--- src/rtl/frame_buffer_writer.sv ---
// frame_buffer_writer
// Write-side master for the frame buffer BRAM (port A of blk_mem_gen_0).
// Takes a pixel stream with a start-of-frame marker, writes pixels at
// sequential addresses 0..FRAME_PIXELS-1, flags completed and short frames
// and counts completed frames. The display path reads the other BRAM port.
//
// Ports:
//   clk        in   system clock
//   rst_n      in   asynchronous active-low reset
//   enable     in   arm capture, only looked at while idle
//   s_data     in   pixel data (RGB444)
//   s_valid    in   pixel valid
//   s_sof      in   first pixel of a frame, qualified by s_valid
//   s_ready    out  writer can accept a pixel (constant 1 after reset)
//   wea        out  BRAM write enable, one cycle per written pixel
//   addra      out  BRAM write address
//   dina       out  BRAM write data
//   busy       out  high while a frame is being written
//   frame_done out  one-cycle pulse with the write of the last pixel
//   frame_err  out  one-cycle pulse when a new SOF cuts a frame short
//   frame_cnt  out  completed frames, wraps around
module frame_buffer_writer #(
  parameter int ADDR_WIDTH   = 17,
  parameter int DATA_WIDTH   = 12,
  parameter int FRAME_PIXELS = 76800,
  parameter int CNT_WIDTH    = 8
) (
  input  logic                  clk,
  input  logic                  rst_n,
  input  logic                  enable,
  input  logic [DATA_WIDTH-1:0] s_data,
  input  logic                  s_valid,
  input  logic                  s_sof,
  output logic                  s_ready,
  output logic                  wea,
  output logic [ADDR_WIDTH-1:0] addra,
  output logic [DATA_WIDTH-1:0] dina,
  output logic                  busy,
  output logic                  frame_done,
  output logic                  frame_err,
  output logic [CNT_WIDTH-1:0]  frame_cnt
);

  localparam logic [ADDR_WIDTH-1:0] LAST_ADDR = ADDR_WIDTH'(FRAME_PIXELS - 1);

  typedef enum logic {
    IDLE,
    WRITE
  } state_t;

  state_t state;
  state_t state_next;

  // idx is the address the next non-SOF pixel will be written to
  logic [ADDR_WIDTH-1:0] idx;
  logic [ADDR_WIDTH-1:0] idx_next;

  logic                  wea_next;
  logic [ADDR_WIDTH-1:0] addra_next;
  logic [DATA_WIDTH-1:0] dina_next;
  logic                  done_next;
  logic                  err_next;
  logic [CNT_WIDTH-1:0]  cnt_next;

  logic accept;
  logic is_last;

  assign accept  = s_valid && s_ready;
  assign is_last = (idx == LAST_ADDR);

  // State register; busy is registered alongside so it tracks the state exactly
  always_ff @(posedge clk or negedge rst_n) begin
    if (!rst_n) begin
      state <= IDLE;
      busy  <= 1'b0;
    end else begin
      state <= state_next;
      busy  <= (state_next == WRITE);
    end
  end

  // Next-state logic
  always_comb begin
    state_next = state;
    case (state)
      IDLE: begin
        if (accept && s_sof && enable) begin
          state_next = WRITE;
        end
      end
      WRITE: begin
        // A SOF in WRITE restarts the frame, so only a plain last pixel exits
        if (accept && !s_sof && is_last) begin
          state_next = IDLE;
        end
      end
      default: state_next = IDLE;
    endcase
  end

  // Output logic: next values of the registered write port, pulses and counters
  always_comb begin
    wea_next   = 1'b0;
    addra_next = addra;
    dina_next  = dina;
    done_next  = 1'b0;
    err_next   = 1'b0;
    idx_next   = idx;
    cnt_next   = frame_cnt;
    case (state)
      IDLE: begin
        if (accept && s_sof && enable) begin
          wea_next   = 1'b1;
          addra_next = '0;
          dina_next  = s_data;
          idx_next   = ADDR_WIDTH'(1);
        end
      end
      WRITE: begin
        if (accept) begin
          wea_next  = 1'b1;
          dina_next = s_data;
          if (s_sof) begin
            // idx is never 0 while in WRITE, but keep the check explicit
            err_next   = (idx != '0);
            addra_next = '0;
            idx_next   = ADDR_WIDTH'(1);
          end else begin
            addra_next = idx;
            if (is_last) begin
              done_next = 1'b1;
              cnt_next  = frame_cnt + CNT_WIDTH'(1);
              idx_next  = '0;
            end else begin
              idx_next = idx + ADDR_WIDTH'(1);
            end
          end
        end
      end
      default: ;
    endcase
  end

  // Registered write port, status pulses, counters and ready
  always_ff @(posedge clk or negedge rst_n) begin
    if (!rst_n) begin
      s_ready    <= 1'b0;
      wea        <= 1'b0;
      addra      <= '0;
      dina       <= '0;
      frame_done <= 1'b0;
      frame_err  <= 1'b0;
      frame_cnt  <= '0;
      idx        <= '0;
    end else begin
      s_ready    <= 1'b1;
      wea        <= wea_next;
      addra      <= addra_next;
      dina       <= dina_next;
      frame_done <= done_next;
      frame_err  <= err_next;
      frame_cnt  <= cnt_next;
      idx        <= idx_next;
    end
  end

endmodule

--- config.mk ---
export PLATFORM = sky130hd
export DESIGN_NAME = frame_buffer_writer
export DESIGN_NICKNAME = d
export VERILOG_FILES = /design/src/rtl/frame_buffer_writer.sv
export SDC_FILE = /design/constraint.sdc
export NUM_CORES = 1
export LEC_CHECK = 0
export CAP_MARGIN = 10
export CORE_MARGIN = 1
export CORE_UTILIZATION = 50
export DETAILED_ROUTE_END_ITERATION = 10
export HOLD_SLACK_MARGIN = 0.1
export PLACE_DENSITY_LB_ADDON = 0.15
export SETUP_SLACK_MARGIN = 0.5
export SYNTH_ARGS = -nofsm -noshare
export SYNTH_HDL_FRONTEND = slang
export SYNTH_SLANG_ARGS = --single-unit
--- constraint.sdc ---
create_clock -name clk -period 2.45 [get_ports clk]
set_input_delay 0.3675 -clock clk [delete_from_list [all_inputs] [get_ports clk]]
set_output_delay 0.3675 -clock clk [all_outputs]
set_load 0.1 [all_outputs]
==> results of run 1 <==
[metal layers]
layer	vias to the layer above	wire length, µm	track usage, %
met1	1133	2880	34.8
met4	0	163	13.6
met5	-	0	0
li1	1093	-	-
met3	13	393	4.82
met2	95	3030	36.9
[sequential cells by signal, summed over array words and instances (netlist names), 8 cells and up]
signal     cells
addra         17
idx           17
dina          12
frame_cnt      8
[kinds of logic after synthesis]
group	after synthesis
AOI/OAI and AO/OA	56
muxes	1
other	1
and+or+nand+nor	115
xor gates and xnor gates	7
buffers and inverters	22
DFF	59
adders and majority gates	3
[through the flow]
| step | cell area (µm²) | hold slack [ns] |
|---|---|---|
| 2_1_floorplan | 2680 | 0.0719 |
| 3_3_place_gp | 3260 | 0.431 |
| 3_5_place_dp | 3260 | 0.435 |
| 4_1_cts | 3550 | 0.476 |
| 5_1_grt | 3620 | 0.419 |
| 6_report | 3620 | 0.425 |
[Yosys cell counts, drive strengths merged]
library cell  number  area (µm²)
and4               3        26.3
a41oi              1        8.76
a31oi              2        12.5
o22ai              1        6.26
dfrtp             59        1480
nor3b              1        7.51
o21ai             18        90.1
and4b              1        10.0
o21bai             1        7.51
o31ai              4        30.0
or3                3        18.8
and3               3        20.0
nor2               2        7.51
conb               1        3.75
nand3             12        65.1
a22o              15         131
buf                8        36.3
nor4              10        62.6
nand3b             1        7.51
or4                4        30.0
a222oi             1        10.0
o211ai             2        15.0
nor2b              2        12.5
nor3               5        25.0
nand2b             2        12.5
o311ai             1        8.76
a22oi              5        37.5
a21oi              3        15.0
nand2             55         206
xor2               7        61.3
clkbuf             9        33.8
inv                5        18.8
nand4              5        31.3
a32o               1        10.0
nor4b              1        8.76
mux2               1        11.3
or2                1        6.26
and2               3        18.8
nand4b             1        8.76
o2111ai            1        8.76
ha                 3        37.5
[power by group]
part           internal, mW  switching [mW]  total, mW  leakage (nW)
registers              1.06          0.0801       1.14         0.776
clock network         0.757           0.375       1.13         0.133
logic                 0.159           0.501      0.659         0.842
total                  1.97           0.956       2.93          1.75
[cell type report]
| cell class | count | area, µm² | share of cell area, % |
|---|---|---|---|
| Clock buffer | 12 | 165 | 4.56 |
| Clock inverter | 4 | 95.1 | 2.63 |
| Inverter | 5 | 18.8 | 0.519 |
| Multi-Input combinational cell | 183 | 1170 | 32.3 |
| Sequential cell | 59 | 1490 | 41.1 |
| Tap cell | 70 | 87.6 | 2.42 |
| Timing Repair Buffer | 72 | 596 | 16.5 |
[repair_timing]
action,4_1_cts,5_1_grt
hold buffers,1,0
endpoints found under the hold margin,26,0
pin swaps,1,0
buffers inserted,1,0
resized for setup,2,17
endpoints found under the setup margin,11,12
gates cloned,0,0
[worst max-delay path, cell delays in order, from the launching register on]
cell and delay (ns):
dfrtp_1 0.41, ha_1 0.19, and3_2 0.30, nand3_4 0.15, buf_4 0.21, nor4_1 0.32
xor2_1 0.18
[path summary, 6_finish.rpt]
| check | end | cells after the start |
|---|---|---|
| setup / recovery | frame_cnt[2] | 6 |
| hold / removal | frame_err | 3 |
| setup reg to reg | frame_cnt[2] | 6 |
| hold reg to reg | frame_cnt[7] | 1 |
| max in group asynchronous | idx[12] | 3 |
| min in group asynchronous | addra[3] | 2 |
==> reports/results.txt, run 1 <==
Reg2Reg Launch Point = idx[0]
Maximum clock path buffer count = 2
Fin cells = 405
Critical Path Fanout Max = 9
Residual DRC count = 0
Antenna viol nets, final = 0
Overall routing resource usage = 25.0%
Antenna cells = 0
Critical Path AT = 2.10 ns
Hold Violations, Final = 0
Layout cells sized above 1 = 28.1%
Slew at the pin with the worst max-slew slack = 0.643 ns
Final Cycle Share = 75.0%
Critical Path Start = idx[0]
Cells after synthesis = 264
Pins Over Slew Limit = 0
Initial antenna violation count = 0
Power per cell area = 809 nW/µm²
Worst-Skew Late Latency = 0.33 ns
Gpl congestion = 0.858
Fin Clk Skew = 0.00551 ns
Synth Area per Inst = 10.1 µm²
#FFs+latches synth = 59
CTS tree = yes
Port Buffers = 58
Commonest non-fill, non-tap cell in the layout = nand2_1
Overall power = 2.93 mW
Post-Synth XOR/XNOR Area = 2.31%
Final setup TNS = 0 ns
Largest net degree at the start of global routing = 34
Total grt overflow = 0
DIE AREA = 5610 µm²
CP Data Required Time = 2.71 ns
Largest family of logic cells by synthesized area = simple AND/OR/NAND/NOR gates
Final HPWL DP = 4300 µm
Vias = 2,334
Die width = 74.9 µm
H-tree Lvls = 3
WL final = 6460 µm
Fmax = 544 MHz
Fill cells = 387
Synthesis-to-layout area growth = 36.2%
Post-synthesis compound-gate area fraction = 14.7%
Post-Syn Area = 2660 µm²
Leak pwr = 1.75 nW
Post-DR vias/cell = 5.76
WS Path Type = reg2reg
Tmin final = 1.84 ns
Clock sinks = 59
Core Box Area = 5110 µm²
DRT iter0 DRCs = 186
Register area share after synthesis = 55.6%
Synth Area in Simple Gates = 22.0%
PnR worst setup slack = 0.612 ns
Cell variety after synth = 45
Layout Utilization = 70.8%
Pre-CTS WS = 0.0838 ns
Highest-count cells in the layout ignoring fill and taps = nand2_1, buf_4, dfrtp_1, o21ai_0, a22o_1
Wire length per cell = 15.9 µm
Wire length of the first global-routing pass = 10,200 µm
Vias in the first global route = 2,065
HP Class = in2reg
Finish-stage setup viols = 0
Reg2reg setup slack = 0.61 ns
Placed cell count = 387
Mux share of post-synthesis cell area = 0.424%
YS warnings = 0
CTS buffer count = 9
Io pins = 59
Row cnt = 26
Layout Nets = 350
Syn Nets = 284
Reg clk slew, reported paths = 0.07 ns
Drt first pass iters = 4
Initial core utilization = 52.0%
Startpoint Class = flop
Critical path endpoint category = flop
Peak VDD IR = 0.635 mV
Adder-Cell Fraction of Synth Area = 1.41%
Die height = 74.9 µm
RSZ-0062 raised after global routing = no
Relative slew slack = 57.2%
Clock root cell = clkbuf_8
Max Cap Viol = 0
Status = complete, no violations
HP Start = s_sof
Note: power is estimated with default switching activity, not from simulation.
==> run 2, diff against run 1 <==
Clock period 2.45 ns to 1.7 ns, I/O delays scaled along.
==> run 2 against run 1 <==
  * The run now fails in global routing (5_1_grt)
  * Synthesized cell count unchanged
  * Synthesized area unchanged
==> reports/results.txt, run 2 <==
Main synth FF type = dfrtp_1
Clock root cell = clkbuf_8
Register area share after synthesis = 55.6% (unchanged)
Commonest cells post-synth = dfrtp_1, nand2_1, o21ai_0
Die height = 74.9 µm (unchanged)
Clock sinks = 59 (unchanged)
Dominant cells by area after synthesis = dfrtp_1, nand2_1, a22o_1
Cell variety after synth = 45 (unchanged)
Post-synth top area share = 55.6% (unchanged)
Async set-reset flop share out of synthesis = 100% (unchanged)
Final HPWL DP = 5420 µm (+26%)
Worst-path end type = sequential cell input
Cells after synthesis = 264 (unchanged)
Largest area contributor in the netlist = dfrtp_1
CTS buffer count = 9 (unchanged)
Post-synth EDFFs = 0 (unchanged)
H-tree Lvls = 3 (unchanged)
YS warnings = 0 (unchanged)
Gpl congestion = 0.999 (+16%)
Initial core utilization = 52.0% (unchanged)
Stopping stage = global routing (5_1_grt)
Syn Nets = 284 (unchanged)
Synth Area per Inst = 10.1 µm² (unchanged)
Worst endpoint after global-route timing repair = frame_cnt[2]$_DFFE_PN0P_/D
Status = stopped before the end
Error = [ERROR DPL-0038] Utilization greater than 100%, impossible to legalize
Die width = 74.9 µm (unchanged)
Post-Syn Area = 2660 µm² (unchanged)
#FFs+latches synth = 59 (unchanged)
Top-count cell post-synth = dfrtp_1
Row cnt = 26 (unchanged)
Largest net degree at the start of global routing = 43
Port Buffers = 58 (unchanged)
Maximum clock path buffer count = 2 (unchanged)
Io pins = 59 (unchanged)
run 2: cell counts after synthesis:
Identical to the previous run, type by type.
run 2: kinds of logic after synthesis:
logic type      Yosys count  synth area share (%)
simple gates            115                  22.0
flops                    59                  55.6
compound gates           56                  14.7
buf+inv                  22                  3.34
xor+xnor                  7                  2.31
fa+ha+maj                 3                  1.41
other cells               1                 0.141
mux                       1                 0.424
run 2: metrics by stage:
step,setup slack [ns],area [µm²],utilization [%],hold slack [ns],instances
2_1_floorplan,-0.293,2860,-,-0.0406,264
3_3_place_gp,-0.483,4240,82.9,0.210,426
3_5_place_dp,-0.530,4240,82.9,0.211,426
4_1_cts,-0.0452,4800,93.9,0.400,461
run 2: what timing repair did:
action / 4_1_cts
gates resized for setup: 56
cloned: 4
setup endpoints to repair: 74
pin swaps: 43
hold buffers: 1
hold endpoints to repair: 17
setup buffers: 15
==> run 3, diff against run 2 <==
Settings changed: CORE_UTILIZATION 50 to 40, HOLD_SLACK_MARGIN 0.1 to default, SETUP_SLACK_MARGIN 0.5 to default.
==> run 3 against run 2 <==
  * The flow now finishes, with violations (setup timing)
==> reports/results.txt, run 3 (same netlist as run 1, synthesis figures left out) <==
Status = finished, violations left
Violated checks = setup timing
Critical path endpoint category = flop
Clock network power share = 30.1%
Critical Path AT = 2.00 ns
Pins Over Slew Limit = 0
Placed inst area = 4190 µm² (-1.2%)
Vias = 2,460
Critical Path Fanout Max = 8
Placed cell count = 434 (+1.9%)
Die height = 83.5 µm (+11%)
WS Path Type = reg2reg
Leak pwr = 2.13 nW
Antenna cells = 0
Row cnt = 29 (+12%)
Fin Clk Skew = 0.00692 ns
Hold Violations, Final = 0
H-tree Lvls = 3 (unchanged)
Synthesis-to-layout area growth = 71.1%
Wire length of the first global-routing pass = 12,100 µm
Port Buffers = 58 (unchanged)
Drt first pass iters = 5
Combinational share of power = 31.0%
Die width = 83.5 µm (+11%)
HP Class = in2async
Io pins = 59 (unchanged)
Sw Pwr = 1.46 mW
Cell-internal power = 2.73 mW
WL final = 7120 µm
Core Box Area = 6390 µm²
Highest-count cells in the layout ignoring fill and taps = nand2_1, dfrtp_1, buf_4, buf_12, a22o_1
Layout cells sized above 1 = 38.5%
CTS tree = yes
Wire length per cell = 15.6 µm
Fin cells = 456
Commonest non-fill, non-tap cell in the layout = nand2_1
Final instance area = 4550 µm²
Gpl congestion = 0.888 (-11%)
Clock root cell = clkbuf_8
Final Cycle Share = 102%
Fill cells = 439
Clock sinks = 59 (unchanged)
CP Data Required Time = 1.96 ns
DRT iter0 DRCs = 209
Startpoint Class = flop
Initial core utilization = 41.6% (-10 points)
Initial antenna violation count = 0
Power per cell area = 921 nW/µm²
Switching share of total power = 34.8%
Worst-Skew Late Latency = 0.33 ns
Seq pwr share = 38.8%
Overall routing resource usage = 22.0%
Vias in the first global route = 2,428
Total grt overflow = 0
RSZ-0062 raised after global routing = yes
Peak VDD IR = 0.926 mV
Layout Nets = 394
Fmax = 575 MHz
Final HPWL DP = 5000 µm (-7.7%)
Top flop regs = addra x17, idx x17, dina x12
Max Cap Viol = 0
Post-DR vias/cell = 5.39
Finish-stage setup viols = 8
Tmin final = 1.74 ns
Largest net degree at the start of global routing = 60
Reg clk slew, reported paths = 0.07 ns
Maximum clock path buffer count = 2 (unchanged)
Residual DRC count = 0
CTS buffer count = 9 (unchanged)
DIE AREA = 6970 µm²
Antenna viol nets, final = 0
PnR worst setup slack = -0.0379 ns
## run 3: repair_timing
| item | in CTS | in global routing |
|---|---|---|
| hold endpoints to repair | 59 | 0 |
| hold buffers | 1 | 0 |
| pin swaps | 8 | 7 |
| gates resized for setup | 11 | 15 |
| buffers inserted | 2 | 3 |
| setup endpoints to repair | 14 | 24 |
## run 3: path summary, 6_finish.rpt
check | startpoint | to | slack, ns | cells after the start
max | idx[14] | frame_cnt[7] | -0.04 | 6
min | rst_n | addra[6] | 0.45 | 3
max reg2reg | idx[14] | frame_cnt[7] | -0.04 | 6
min reg2reg | frame_cnt[5] | frame_cnt[5] | 0.51 | 1
max in group asynchronous | rst_n | s_ready | 0.95 | 3
min in group clk | s_data[7] | dina[7] | 0.45 | 3
## run 3: area by class of cell
| type | instances | area [µm²] | area share [%] |
|---|---|---|---|
| sequential | 59 | 1490 | 32.8 |
| clock inverter | 5 | 52.6 | 1.16 |
| inverter | 5 | 18.8 | 0.413 |
| clock buffer | 11 | 141 | 3.11 |
| multi-input combinational | 183 | 1250 | 27.5 |
| tap | 77 | 96.3 | 2.12 |
| timing repair buffer | 116 | 1490 | 32.9 |
## run 3: metrics by stage
step	TNS (ns)	util [%]	total power, mW	hold slack [ns]	setup slack, ns
final	-0.0969	71.2	4.18	0.448	-0.0379
after global routing	-2.40	71.2	4.37	0.440	-0.175
after CTS	-0.0764	69.9	4.18	0.442	-0.0425
after global placement	-7.93	65.5	2.90	0.288	-0.481
after detailed placement	-9.08	65.5	2.92	0.286	-0.545
after floorplan	-1.10	-	2.33	-0.0406	-0.293
## run 3: worst max-delay path: stages, from the launching register on
cell and delay, ns:
dfrtp_1 0.41, nor4_4 0.30, nand4_1 0.21, buf_6 0.21, buf_6 0.12, nor4_4 0.26, xor2_1 0.16
## run 3: power groups by stage
| stage | Sequential (mW) | Clock, mW | Combinational [mW] |
|---|---|---|---|
| after floorplan | 2.13 | 0 | 0.203 |
| after global placement | 1.64 | 0 | 1.25 |
| after detailed placement | 1.65 | 0 | 1.27 |
| after CTS | 1.62 | 1.28 | 1.27 |
| after global routing | 1.64 | 1.36 | 1.37 |
| final | 1.63 | 1.26 | 1.30 |
## run 3: per-layer routing
metal | routed length (µm) | up-vias | global-route usage (%)
li1 | - | 1179 | -
met1 | 3240 | 1190 | 30.6
met2 | 3390 | 78 | 33.8
met3 | 384 | 13 | 5.64
met4 | 100 | 0 | 7.55
met5 | 0 | - | 0
==> run 4, diff against run 3 <==
Settings changed: CORE_MARGIN 1 to 4, CTS_CLUSTER_SIZE from default to 25, PLACE_DENSITY from default to 0.72, PLACE_DENSITY_LB_ADDON 0.15 to default.
==> run 4 against run 3 <==
  * The flow still finishes with violations (setup timing)
  * Largest power group unchanged
  * Maximum frequency down 0.78%
  * Register-to-register slack about the same
  * Total power down 3.2%
  * Largest cell class unchanged
  * Worst setup slack worse by 0.014 ns
==> reports/results.txt, run 4 (same netlist as run 1, synthesis figures left out) <==
Initial core utilization = 41.6% (unchanged)
DRT iter0 DRCs = 162 (-22%)
Clock sinks = 59 (unchanged)
HP Class = in2async
Peak VDD IR = 0.750 mV (-19%)
Gpl congestion = 0.905 (+1.9%)
Clock root cell = clkbuf_8
Tmin final = 1.75 ns (+0.0137 ns)
Reg clk slew, reported paths = 0.07 ns (about the same)
Pre-CTS WS = -0.555 ns (-0.00991 ns)
DIE AREA = 8010 µm² (+15%)
Critical path endpoint category = flop
Clock network power share = 27.3% (-2.8 points)
Vias = 2,449 (-0.45%)
Leak pwr = 2.14 nW (+0.50%)
Core Box Area = 6390 µm² (unchanged)
CP cell instances = nand3_4, or4_4, or4_1, a22oi_1
Combinational share of power = 32.5% (+1.5 points)
Layout Nets = 395 (+0.25%)
Fmax = 571 MHz (-0.78%)
CP Data Required Time = 1.94 ns (-0.02 ns)
Violated checks = setup timing
Fin cells = 455 (-0.22%)
Drt first pass iters = 4 (-1)
RSZ-0062 raised after global routing = yes
Wire length of the first global-routing pass = 12,300 µm (+1.2%)
Post-DR vias/cell = 5.38 (-0.23%)
WS Path Type = reg2reg
Finish-stage setup viols = 1 (-7)
Critical Path AT = 1.99 ns (about the same)
Worst-Skew Late Latency = 0.34 ns (about the same)
Io pins = 59 (unchanged)
WL final = 7360 µm (+3.3%)
Initial antenna violation count = 0 (unchanged)
Crit path max-delay cell type = or4_4
Cell-internal power = 2.61 mW (-4.3%)
Fin Clk Skew = 0.00616 ns (-0.000760 ns)
CTS buffer count = 9 (unchanged)
Sw Pwr = 1.44 mW (-1.2%)
H-tree Lvls = 3 (unchanged)
Synthesis-to-layout area growth = 70.2%
Placed cell count = 433 (-0.23%)
Wire length per cell = 16.2 µm (+3.5%)
Vias in the first global route = 2,490 (+2.6%)
Die height = 89.5 µm (+7.2%)
Antenna cells = 0 (unchanged)
Overall power = 4.05 mW (-3.2%)
Max Cap Viol = 0 (unchanged)
Die width = 89.5 µm (+7.2%)
CTS tree = yes
Hold Violations, Final = 0 (unchanged)
Row cnt = 29 (unchanged)
Commonest non-fill, non-tap cell in the layout = nand2_1
PnR worst setup slack = -0.0516 ns (-0.0137 ns)
Critical Path Fanout Max = 7 (-1)
Seq pwr share = 40.3% (+1.5 points)
CP bufs+invs = 0 (-2)
Top flop regs = addra x17, idx x17, dina x12
Antenna viol nets, final = 0 (unchanged)
Power per cell area = 896 nW/µm² (-2.7%)
Pins Over Slew Limit = 0 (unchanged)
Overall routing resource usage = 20.5% (-1.5 points)
Final Cycle Share = 103% (+0.80 points)
Residual DRC count = 0 (unchanged)
Status = finished, violations left
Layout cells sized above 1 = 37.8% (-0.69 points)
CP max stage delay = 0.58 ns (+0.17 ns)
Startpoint Class = flop
Hold Slack = 0.412 ns (-0.0364 ns)
Final HPWL DP = 5440 µm (+8.8%)
Switching share of total power = 35.6% (+0.75 points)
CP top delay family = simple AND/OR/NAND/NOR gates
Highest-count cells in the layout ignoring fill and taps = nand2_1, dfrtp_1, buf_4, buf_12, a22o_1
Total grt overflow = 0 (unchanged)
Largest net degree at the start of global routing = 33 (-45%)
Port Buffers = 58 (unchanged)
Maximum clock path buffer count = 2 (unchanged)
run 4: cell type report:
cell class,instances,area [µm²]
sequential,59,1490
inverter,5,18.8
timing repair buffer,117,1500
tap,77,96.3
clock inverter,3,15.0
fill,470,1860
clock buffer,11,151
multi-input combinational,183,1250
run 4: repair_timing:
action                                  CTS  global route
endpoints found under the hold margin    18             0
resized for setup                        13            17
setup buffers                             2             5
pin swaps                                10            11
hold buffers                              1             0
endpoints found under the setup margin   23            17
run 4: routing by layer:
metal | track usage, % | part of all wire [%] | vias up
met2 | 31.3 | 49 | 81
met4 | 7.44 | 1.4 | 0
met5 | 0 | 0 | -
met1 | 27.8 | 44 | 1180
met3 | 5.99 | 6.0 | 12
li1 | - | - | 1176
run 4: power groups by stage:
stage                     Combinational (mW)  Clock [mW]  Sequential, mW
final                                   1.31        1.10            1.63
after CTS                               1.29        1.14            1.62
after floorplan                        0.203           0            2.13
after detailed placement                1.27           0            1.65
after global placement                  1.25           0            1.64
after global routing                    1.38        1.21            1.64
run 4: path summary, 6_finish.rpt:
path	startpoint	to	slack, ns	cells after the start
worst max-delay path	s_ready	idx[15]	-0.05	4
worst min-delay path	rst_n	addra[14]	0.41	2
worst max register to register	s_ready	idx[15]	-0.05	4
worst min register to register	frame_cnt[5]	frame_cnt[5]	0.52	1
max in group asynchronous	rst_n	addra[4]	0.76	3
min in group clk	s_data[9]	dina[9]	0.44	3
run 4: stage by stage:
stage	area (µm²)	util, %	TNS, ns
2_1_floorplan	2740	-	-1.10
4_1_cts	4420	69.3	-0.0291
5_1_grt	4520	70.8	-0.422
6_report	4520	70.8	-0.0516
3_3_place_gp	4170	65.2	-10.41
3_5_place_dp	4170	65.2	-10.50
